### src/rtl/i2c_burst_master.sv
// I2C master performing register-addressed burst writes and reads of 0..MAX_LEN bytes.
// Host data moves through a byte-wide wrReq/rdValid handshake; SCL/SDA drive an open-drain pad.
module i2c_burst_master #(
    parameter int unsigned CLK_DIV = 125,
    parameter int unsigned MAX_LEN = 8,
    parameter int unsigned LEN_W   = 4
) (
    input  logic             clk,
    input  logic             rst,
    input  logic             start,
    input  logic             rw,
    input  logic [6:0]       devAddr,
    input  logic [7:0]       regAddr,
    input  logic [LEN_W-1:0] len,
    input  logic [7:0]       wrData,
    output logic             wrReq,
    output logic [7:0]       rdData,
    output logic             rdValid,
    output logic             busy,
    output logic             done,
    output logic             ackErr,
    output logic             scl,
    output logic             sdaOe,
    input  logic             sdaIn
);

    localparam int unsigned      DIV_W    = (CLK_DIV > 1) ? $clog2(CLK_DIV) : 1;
    localparam logic [DIV_W-1:0] DIV_LAST = DIV_W'(CLK_DIV - 1);
    localparam logic [LEN_W-1:0] LEN_MAX  = LEN_W'(MAX_LEN);

    typedef enum logic [3:0] {
        StIdle, StStart, StAddr, StAckS, StReg, StWdata, StRstart,
        StAddrR, StRdata, StAckM, StStop, StDone
    } state_t;

    state_t           r_state, w_state, r_ret, w_ret;
    logic [DIV_W-1:0] r_div;
    logic [1:0]       r_q;
    logic [2:0]       r_bit, w_bit;
    logic [7:0]       r_sh, w_sh;
    logic [LEN_W-1:0] r_cnt, w_cnt;
    logic             r_nack, w_nack;
    logic             r_rw, w_rw;
    logic [6:0]       r_dev, w_dev;
    logic [7:0]       r_reg, w_reg;
    logic [7:0]       r_rd_data, w_rd_data;
    logic             r_rd_valid, w_rd_valid;
    logic             r_wr_req, w_wr_req;
    logic             r_ack_err, w_ack_err;
    logic             w_scl, w_sda_oe;
    logic             w_tick, w_bit_end, w_sample;
    logic [LEN_W-1:0] w_len_clamp;

    assign w_tick      = (r_div == DIV_LAST);
    assign w_bit_end   = w_tick && (r_q == 2'd3);
    assign w_sample    = (r_q == 2'd3) && (r_div == '0);
    assign w_len_clamp = (len > LEN_MAX) ? LEN_MAX : len;

    // Quarter-period timebase; parked at q0 outside a transaction.
    always_ff @(posedge clk or negedge rst) begin
        if (!rst) begin
            r_div <= '0;
            r_q   <= '0;
        end else if (r_state == StIdle || r_state == StDone) begin
            r_div <= '0;
            r_q   <= '0;
        end else if (w_tick) begin
            r_div <= '0;
            r_q   <= r_q + 2'd1;
        end else begin
            r_div <= r_div + 1'b1;
        end
    end

    always_comb begin
        w_state    = r_state;
        w_ret      = r_ret;
        w_bit      = r_bit;
        w_sh       = r_sh;
        w_cnt      = r_cnt;
        w_nack     = r_nack;
        w_rw       = r_rw;
        w_dev      = r_dev;
        w_reg      = r_reg;
        w_rd_data  = r_rd_data;
        w_rd_valid = 1'b0;
        w_wr_req   = 1'b0;
        w_ack_err  = r_ack_err;
        w_scl      = 1'b1;
        w_sda_oe   = 1'b0;
        case (r_state)
            StIdle: begin
                if (start) begin
                    w_state   = StStart;
                    w_rw      = rw;
                    w_dev     = devAddr;
                    w_reg     = regAddr;
                    w_cnt     = w_len_clamp;
                    w_ack_err = 1'b0;
                end
            end
            StStart: begin
                w_scl    = (r_q != 2'd3);
                w_sda_oe = r_q[1];
                if (w_bit_end) begin
                    w_state = StAddr;
                    w_sh    = {r_dev, 1'b0};
                    w_bit   = '0;
                end
            end
            StAddr, StReg, StWdata, StAddrR: begin
                w_scl    = r_q[1];
                w_sda_oe = ~r_sh[7];
                if (w_bit_end) begin
                    if (r_bit == 3'd7) begin
                        w_state = StAckS;
                        w_bit   = '0;
                        // ACK_S is shared; decide here where it resumes on a slave ACK.
                        case (r_state)
                            StAddr:  w_ret = StReg;
                            StReg:   w_ret = (r_cnt == '0) ? StStop :
                                             (r_rw ? StRstart : StWdata);
                            StWdata: begin
                                w_cnt = r_cnt - 1'b1;
                                w_ret = (r_cnt == LEN_W'(1)) ? StStop : StWdata;
                            end
                            default: w_ret = StRdata;
                        endcase
                    end else begin
                        w_bit = r_bit + 3'd1;
                        w_sh  = {r_sh[6:0], 1'b0};
                    end
                end
            end
            StAckS: begin
                w_scl = r_q[1];
                if (w_sample) w_nack = sdaIn;
                if (w_bit_end) begin
                    if (r_nack) begin
                        w_ack_err = 1'b1;
                        w_state   = StStop;
                    end else begin
                        w_state = r_ret;
                        if (r_ret == StReg) w_sh = r_reg;
                        if (r_ret == StWdata) begin
                            w_sh     = wrData;
                            w_wr_req = 1'b1;
                        end
                    end
                end
            end
            StRstart: begin
                w_scl    = (r_q == 2'd1) || (r_q == 2'd2);
                w_sda_oe = r_q[1];
                if (w_bit_end) begin
                    w_state = StAddrR;
                    w_sh    = {r_dev, 1'b1};
                    w_bit   = '0;
                end
            end
            StRdata: begin
                w_scl = r_q[1];
                if (w_sample) w_sh = {r_sh[6:0], sdaIn};
                if (w_bit_end) begin
                    if (r_bit == 3'd7) begin
                        w_rd_data  = r_sh;
                        w_rd_valid = 1'b1;
                        w_state    = StAckM;
                        w_bit      = '0;
                    end else begin
                        w_bit = r_bit + 3'd1;
                    end
                end
            end
            StAckM: begin
                w_scl    = r_q[1];
                w_sda_oe = (r_cnt != LEN_W'(1));
                if (w_bit_end) begin
                    w_cnt   = r_cnt - 1'b1;
                    w_state = (r_cnt == LEN_W'(1)) ? StStop : StRdata;
                end
            end
            StStop: begin
                w_scl    = (r_q != 2'd0);
                w_sda_oe = ~r_q[1];
                if (w_bit_end) w_state = StDone;
            end
            StDone:  w_state = StIdle;
            default: w_state = StIdle;
        endcase
    end

    always_ff @(posedge clk or negedge rst) begin
        if (!rst) begin
            r_state    <= StIdle;
            r_ret      <= StIdle;
            r_bit      <= '0;
            r_sh       <= '0;
            r_cnt      <= '0;
            r_nack     <= 1'b0;
            r_rw       <= 1'b0;
            r_dev      <= '0;
            r_reg      <= '0;
            r_rd_data  <= '0;
            r_rd_valid <= 1'b0;
            r_wr_req   <= 1'b0;
            r_ack_err  <= 1'b0;
        end else begin
            r_state    <= w_state;
            r_ret      <= w_ret;
            r_bit      <= w_bit;
            r_sh       <= w_sh;
            r_cnt      <= w_cnt;
            r_nack     <= w_nack;
            r_rw       <= w_rw;
            r_dev      <= w_dev;
            r_reg      <= w_reg;
            r_rd_data  <= w_rd_data;
            r_rd_valid <= w_rd_valid;
            r_wr_req   <= w_wr_req;
            r_ack_err  <= w_ack_err;
        end
    end

    assign scl     = w_scl;
    assign sdaOe   = w_sda_oe;
    assign busy    = (r_state != StIdle) && (r_state != StDone);
    assign done    = (r_state == StDone);
    assign ackErr  = r_ack_err;
    assign wrReq   = r_wr_req;
    assign rdData  = r_rd_data;
    assign rdValid = r_rd_valid;

endmodule

### config.mk
export PLATFORM = sky130hd
export DESIGN_NAME = i2c_burst_master
export DESIGN_NICKNAME = d
export VERILOG_FILES = /design/src/rtl/i2c_burst_master.sv
export SDC_FILE = /design/constraint.sdc
export NUM_CORES = 1
export LEC_CHECK = 0
export CORE_MARGIN = 5
export CORE_UTILIZATION = 55
export DETAILED_ROUTE_END_ITERATION = 8
export PLACE_DENSITY = 0.88
export SKIP_LAST_GASP = 1
export SLEW_MARGIN = 40
export SYNTH_ARGS = -nofsm -noshare
export SYNTH_HDL_FRONTEND = slang
export SYNTH_SLANG_ARGS = --single-unit
### constraint.sdc
create_clock -name clk -period 2.4 [get_ports clk]
set_input_delay 0.36 -clock clk [delete_from_list [all_inputs] [get_ports clk]]
set_output_delay 0.36 -clock clk [all_outputs]
set_load 0.01 [all_outputs]
Word-level counts from Yosys, hierarchy flattened
Index checks and enable logic that the tools add are counted.
Word-level totals
  bits in registers: 60
  bits of input ports: 32
  output and inout port bits: 15
  word-level logic and storage cells: 145
Operators by class
  $add $sub $neg: 4
  $lt $le $gt $ge: 1
  eq/ne operators: 40
  mux-type cells: 55
  bitwise gates (word level): 2
  reductions and logical operators: 28
Operators by type and width (number)
  $mux 4: 19
  $mux 8: 9
  $pmux 8 s5: 1
  $ne 2x2->1 const B: 16
  $pmux 4 s8: 1
  $eq 4x3->1 const B: 6
  $pmux 4 s3: 2
  $eq 4x4->1 const B: 4
  $mux 7: 2
  $mux 1: 10
  $reduce_and 10->1: 1
  $mux 3: 3
  $reduce_and 3->1: 3
  $reduce_and 9->1: 1
  $eq 4x1->1 const B: 2
  $eq 4x2->1 const B: 2
  $logic_not 4->1: 2
  $mux 2: 4
  $pmux 1 s4: 2
  $reduce_bool 2->1: 4
  $add 7x1->7 const B: 1
  $eq 7x7->1 const B: 1
  $logic_not 7->1: 1
  $reduce_or 7->1: 1
  25 further kinds: 32

Longest topological paths before layout
  depth in word-level cells: 6
  depth in mapped cells: 7
  gate-level depth less buffers: 7

Worst setup path before layout
Ideal clock, no wire load.
  path kind: register to register
  start point: reg r_div[0]
  end point: reg r_sh[3]
  library setup time: 0.128 ns
  data arrival time: 1.736 ns
  required time: 2.272 ns
  setup slack: 0.537 ns
  stages on the path, launching flop included: 8
  buffers on the path: 0
  period minus slack after synthesis: 1.863 ns
  cell sequence: dfrtp_1 > inv_1 > ha_1 > nand4_1 > or2_1 > o21ai_2 > o221ai_4 > mux2_1
Between the ends
  word-level cells in the longest chain between the ends: 4
  elaborated cells between the ends (all ways): 10
  those cells by class: 6 x eq/ne; 4 x reduce/logical
RTL lines
  start: declaration: RTL line 37  | logic [DIV_W-1:0] r_div;
  start signal: assignment: RTL line 71  | r_div <= r_div + 1'b1;
  $eq 7x7->1 / $logic_not 7->1 (equally long branches): RTL line 54, 56
  $logic_and 1x1->1, on equally long branches: RTL line 55, 56
  $ne 2x2->1 (no line)
  $reduce_and 9->1 (no line) *
  end signal: assignment: RTL line 212  | r_sh <= w_sh;
  end: declaration: RTL line 40  | logic [7:0] r_sh, w_sh;
Mark *: on every way between the ends. The rest lies on a longest branch, timed or not.
A chain may end at the register's enable or synchronous reset.

Worst setup path after layout
  start point: reg r_state[1]
  end point: out busy
Between the ends
  word-level cells in the longest chain between the ends: 2
  elaborated cells between the ends (all ways): 3
  those cells by class: 1 x eq/ne; 2 x reduce/logical
RTL lines
  start: declaration: RTL line 36  | state_t r_state, w_state, r_ret, w_ret;
  start signal: assignment: RTL line 195  | r_state <= StIdle;
  start signal: assignment: RTL line 209  | r_state <= w_state;
  $ne 4x4->1 / $reduce_bool 4->1 (equally long branches): RTL line 227  | assign busy = (r_state != StIdle) && (r_state != StDone);
  $logic_and 1x1->1 *: RTL line 227
  end: declaration: RTL line 19  | output logic busy,
Marked as above.

==> metrics.log <==
[metrics] share of synthesized flip-flops with an asynchronous set or reset: 1.00
[metrics] antenna diode count: 0
[metrics] wire length of the first global-routing pass: 14.3 mm
[metrics] Bufs on Longest Clock Path: 2
[metrics] number of synthesized flops with an enable pin: 0
[metrics] result of the run: complete, no violations
[metrics] remaining number of nets flagged by the antenna check after routing: 0
[metrics] Post-Synthesis Mean Instance Area: 10.3 µm²
[metrics] DRT Wirelength: 8.31 mm
[metrics] RSZ-0062 raised after global routing: no
[metrics] Fillers: 471
[metrics] worst clock skew: 7.01 ps
[metrics] gate count after technology mapping: 339
[metrics] buffer count from post-CTS setup fixing: 0
[metrics] clk sinks: 60
[metrics] clock slew at reported path FFs: 70 ps
[metrics] minimum period implied by the final worst setup slack: 2300 ps
[metrics] via total after detailed routing: 2,900
[metrics] overall track demand over capacity in global routing: 0.214
[metrics] wire length per cell after detailed routing: 17.4 µm
[metrics] global route overflow: 0
[metrics] initial core utilization: 0.558
[metrics] deepest level of the CTS H-tree: 3
[metrics] flip-flop and latch count after synthesis: 60
[metrics] io pins: 47
[metrics] CTS tree: built
[metrics] chip width: 89.8 µm
[metrics] root buf cell: sky130_fd_sc_hd__clkbuf_8
[metrics] Peak supply drop: 0.426 mV
[metrics] Std-Cell Rows: 29
[metrics] synthesized netlist net count: 379
[metrics] worst endpoint required time: 2040 ps
[metrics] initial antenna violation count: 0
[metrics] Place WS: 213 ps
[metrics] Total Die Area: 8060 µm²
[metrics] Final period util: 0.959
[metrics] routability cong.: 0.899
[metrics] area of all sequential standard cells: 1500 µm²
[metrics] kind of critical path: register to output port
[metrics] die span in y: 89.8 µm
[metrics] distinct cell type count of the synthesized netlist: 63
[metrics] number of clock buffers inserted by TritonCTS: 9
[metrics] vias in the first global route: 2,951
[metrics] number of remaining DRC errors: 0
[metrics] final slew viol count: 0
[metrics] later-pin clock latency in the skew report: 340 ps
[metrics] Tot Pwr: 0.00197 W
[metrics] power per cell area: 457 nW/µm²
[metrics] Max Fclk: 434 MHz
[metrics] proportion of layout cells with a drive suffix above 1: 0.219
[metrics] dominant register cell in the synthesized netlist: sky130_fd_sc_hd__dfrtp_1
[metrics] maximum number of pins on one net before global-route repair: 61
[metrics] Critical Path Sink Type: output port
[metrics] total iterations of the first detailed-routing run: 4
[metrics] number of violations reported at the end of detailed-routing iteration 0: 276
[metrics] slew at the pin closest to its max-slew limit: 548 ps
[metrics] setup ws final: 97.9 ps
[metrics] setup total negative slack: 0 ps
[metrics] reg2reg start: r_state[3]$_DFFE_PN0P_
[metrics] total core area: 6280 µm²
[metrics] Post-DP HPWL: 6.14 mm
[metrics] count of input and output buffers: 46
[metrics] LEAKAGE: 1.91 nW
[metrics] number of placed instances with taps included: 463
[metrics] Startpoint Class: register
[metrics] total of endpoints with negative setup slack in the final report: 0
[metrics] Arr. time, crit path: 1940 ps
[metrics] largest fanout on the critical path: 16
[metrics] post-route insts no fill: 478
[metrics] final layout net count: 437
[metrics] via-per-instance ratio: 6.07
[metrics] sequential-to-total area share from yosys stat: 0.429
[metrics] area growth from synthesis to layout: 22.9%
[metrics] headroom to the max-slew limit: 0.634
[metrics] critical path startpoint: r_state[1]$_DFFE_PN0P_
[metrics] Worst Hold Slack: 73.6 ps
[metrics] count of warnings emitted by yosys: 0
[metrics] maxcap violations: 0
[metrics] path type of the worst min-delay path: input port to asynchronous set/reset pin
[metrics] final hold vios: 0
[metrics] multi-input logic area: 1860 µm²
[metrics] area of the mapped netlist: 3500 µm²
-- stage by stage --
step                area (µm²)  utilization
floorplan                 3500            -
global placement          4090        0.652
detailed placement        4090        0.652
CTS                       4290        0.683
global route              4300        0.686
finish                    4300        0.686
-- area by class of cell --
cell class	instances	area share
Clock inverter	5	0.0122
Sequential cell	60	0.349
Inverter	18	0.0166
Multi-Input combinational cell	246	0.432
Tap cell	77	0.0224
Clock buffer	10	0.0320
Timing Repair Buffer	62	0.136
-- where the power goes --
group          internal [W]  total (W)  switching (W)
clock network      0.000496   0.000883       0.000388
registers           0.00101    0.00101              0
logic             0.0000457  0.0000734      0.0000277
total               0.00155    0.00197       0.000415
-- metal layers --
metal	track usage	wire length, µm	vias up
li1	-	-	1368
met1	0.293	3630	1423
met2	0.336	4070	92
met3	0.0392	443	17
met4	0.0856	165	0
met5	0	0	-
-- path summary, 6_finish.rpt --
check | end | slack, ps | cells past startpoint
max | busy | 100 | 6
min | r_q[0]$_DFFE_PN0P_ | 70 | 2
max reg2reg | r_cnt[0]$_DFFE_PN0P_ | 160 | 6
min reg2reg | r_div[0]$_DFF_PN0_ | 500 | 1
max in group asynchronous | r_ret[2]$_DFFE_PN0P_ | 1920 | 2
min in group clk | r_div[0]$_DFF_PN0_ | 500 | 1
-- repair_timing --
item                       in CTS  in global routing
setup endpoints to repair       2                  1
cloned                          0                  0
hold buffers                    0                  0
pin swaps                       0                  0
resized for setup               6                  4
-- placed cells by master, fill, tap and decap left out, types with 3 or more instances in the layout --
master | synthesis | final
sky130_fd_sc_hd__dfrtp_1 | 60 | 60
sky130_fd_sc_hd__clkdlybuf4s50_1 | 0 | 43
sky130_fd_sc_hd__mux2_2 | 32 | 32
sky130_fd_sc_hd__nor2_1 | 28 | 27
sky130_fd_sc_hd__a21oi_1 | 18 | 18
sky130_fd_sc_hd__nand2_1 | 17 | 17
sky130_fd_sc_hd__o21ai_0 | 17 | 17
sky130_fd_sc_hd__inv_1 | 17 | 15
sky130_fd_sc_hd__buf_4 | 6 | 14
sky130_fd_sc_hd__nand3_1 | 13 | 13
sky130_fd_sc_hd__mux2i_1 | 10 | 10
sky130_fd_sc_hd__a22o_1 | 10 | 10
sky130_fd_sc_hd__clkbuf_8 | 0 | 10
sky130_fd_sc_hd__nor3_1 | 9 | 9
sky130_fd_sc_hd__a31oi_1 | 8 | 8
sky130_fd_sc_hd__ha_1 | 8 | 8
sky130_fd_sc_hd__a221o_1 | 6 | 6
sky130_fd_sc_hd__xor2_1 | 4 | 4
sky130_fd_sc_hd__nor2b_1 | 5 | 4
sky130_fd_sc_hd__o21a_1 | 3 | 3
sky130_fd_sc_hd__nor2_2 | 2 | 3
sky130_fd_sc_hd__a21o_1 | 3 | 3
sky130_fd_sc_hd__a211o_1 | 3 | 3
sky130_fd_sc_hd__clkinv_2 | 0 | 3
-- Yosys cell counts (3+ instances only) --
library cell | instances | area, µm²
sky130_fd_sc_hd__dfrtp_1 | 60 | 1500
sky130_fd_sc_hd__mux2_2 | 32 | 360
sky130_fd_sc_hd__nor2_1 | 28 | 105
sky130_fd_sc_hd__a21oi_1 | 18 | 90.1
sky130_fd_sc_hd__inv_1 | 17 | 63.8
sky130_fd_sc_hd__nand2_1 | 17 | 63.8
sky130_fd_sc_hd__o21ai_0 | 17 | 85.1
sky130_fd_sc_hd__nand3_1 | 13 | 65.1
sky130_fd_sc_hd__a22o_1 | 10 | 87.6
sky130_fd_sc_hd__mux2i_1 | 10 | 100
sky130_fd_sc_hd__nor3_1 | 9 | 45.0
sky130_fd_sc_hd__a31oi_1 | 8 | 50.1
sky130_fd_sc_hd__ha_1 | 8 | 100
sky130_fd_sc_hd__a221o_1 | 6 | 60.1
sky130_fd_sc_hd__buf_2 | 6 | 30.0
sky130_fd_sc_hd__buf_4 | 6 | 45.0
sky130_fd_sc_hd__nor2b_1 | 5 | 31.3
sky130_fd_sc_hd__xor2_1 | 4 | 35.0
sky130_fd_sc_hd__a211o_1 | 3 | 26.3
sky130_fd_sc_hd__a21o_1 | 3 | 22.5
sky130_fd_sc_hd__clkbuf_1 | 3 | 11.3
sky130_fd_sc_hd__o21a_1 | 3 | 22.5
-- critical path, cell delays in order, from the launching register on --
cell and delay (ps):
sky130_fd_sc_hd__dfrtp_1 420, sky130_fd_sc_hd__buf_8 200, sky130_fd_sc_hd__clkinvlp_4 180, sky130_fd_sc_hd__nand3_1 120, sky130_fd_sc_hd__a21oi_1 90, sky130_fd_sc_hd__inv_1 70
sky130_fd_sc_hd__clkdlybuf4s50_1 530
-- cell families (layout without fill, tap and decap cells) --
kind of cell / count (synthesis) / in the layout / synth area share
fa+ha+maj: 8 / 8 / 0.0286
compound gates: 89 / 89 / 0.189
simple gates: 99 / 99 / 0.155
xor+xnor: 7 / 7 / 0.0197
flops: 60 / 60 / 0.429
mux: 43 / 43 / 0.135
buf+inv: 33 / 95 / 0.0440
(Power assumes the default switching activity.)
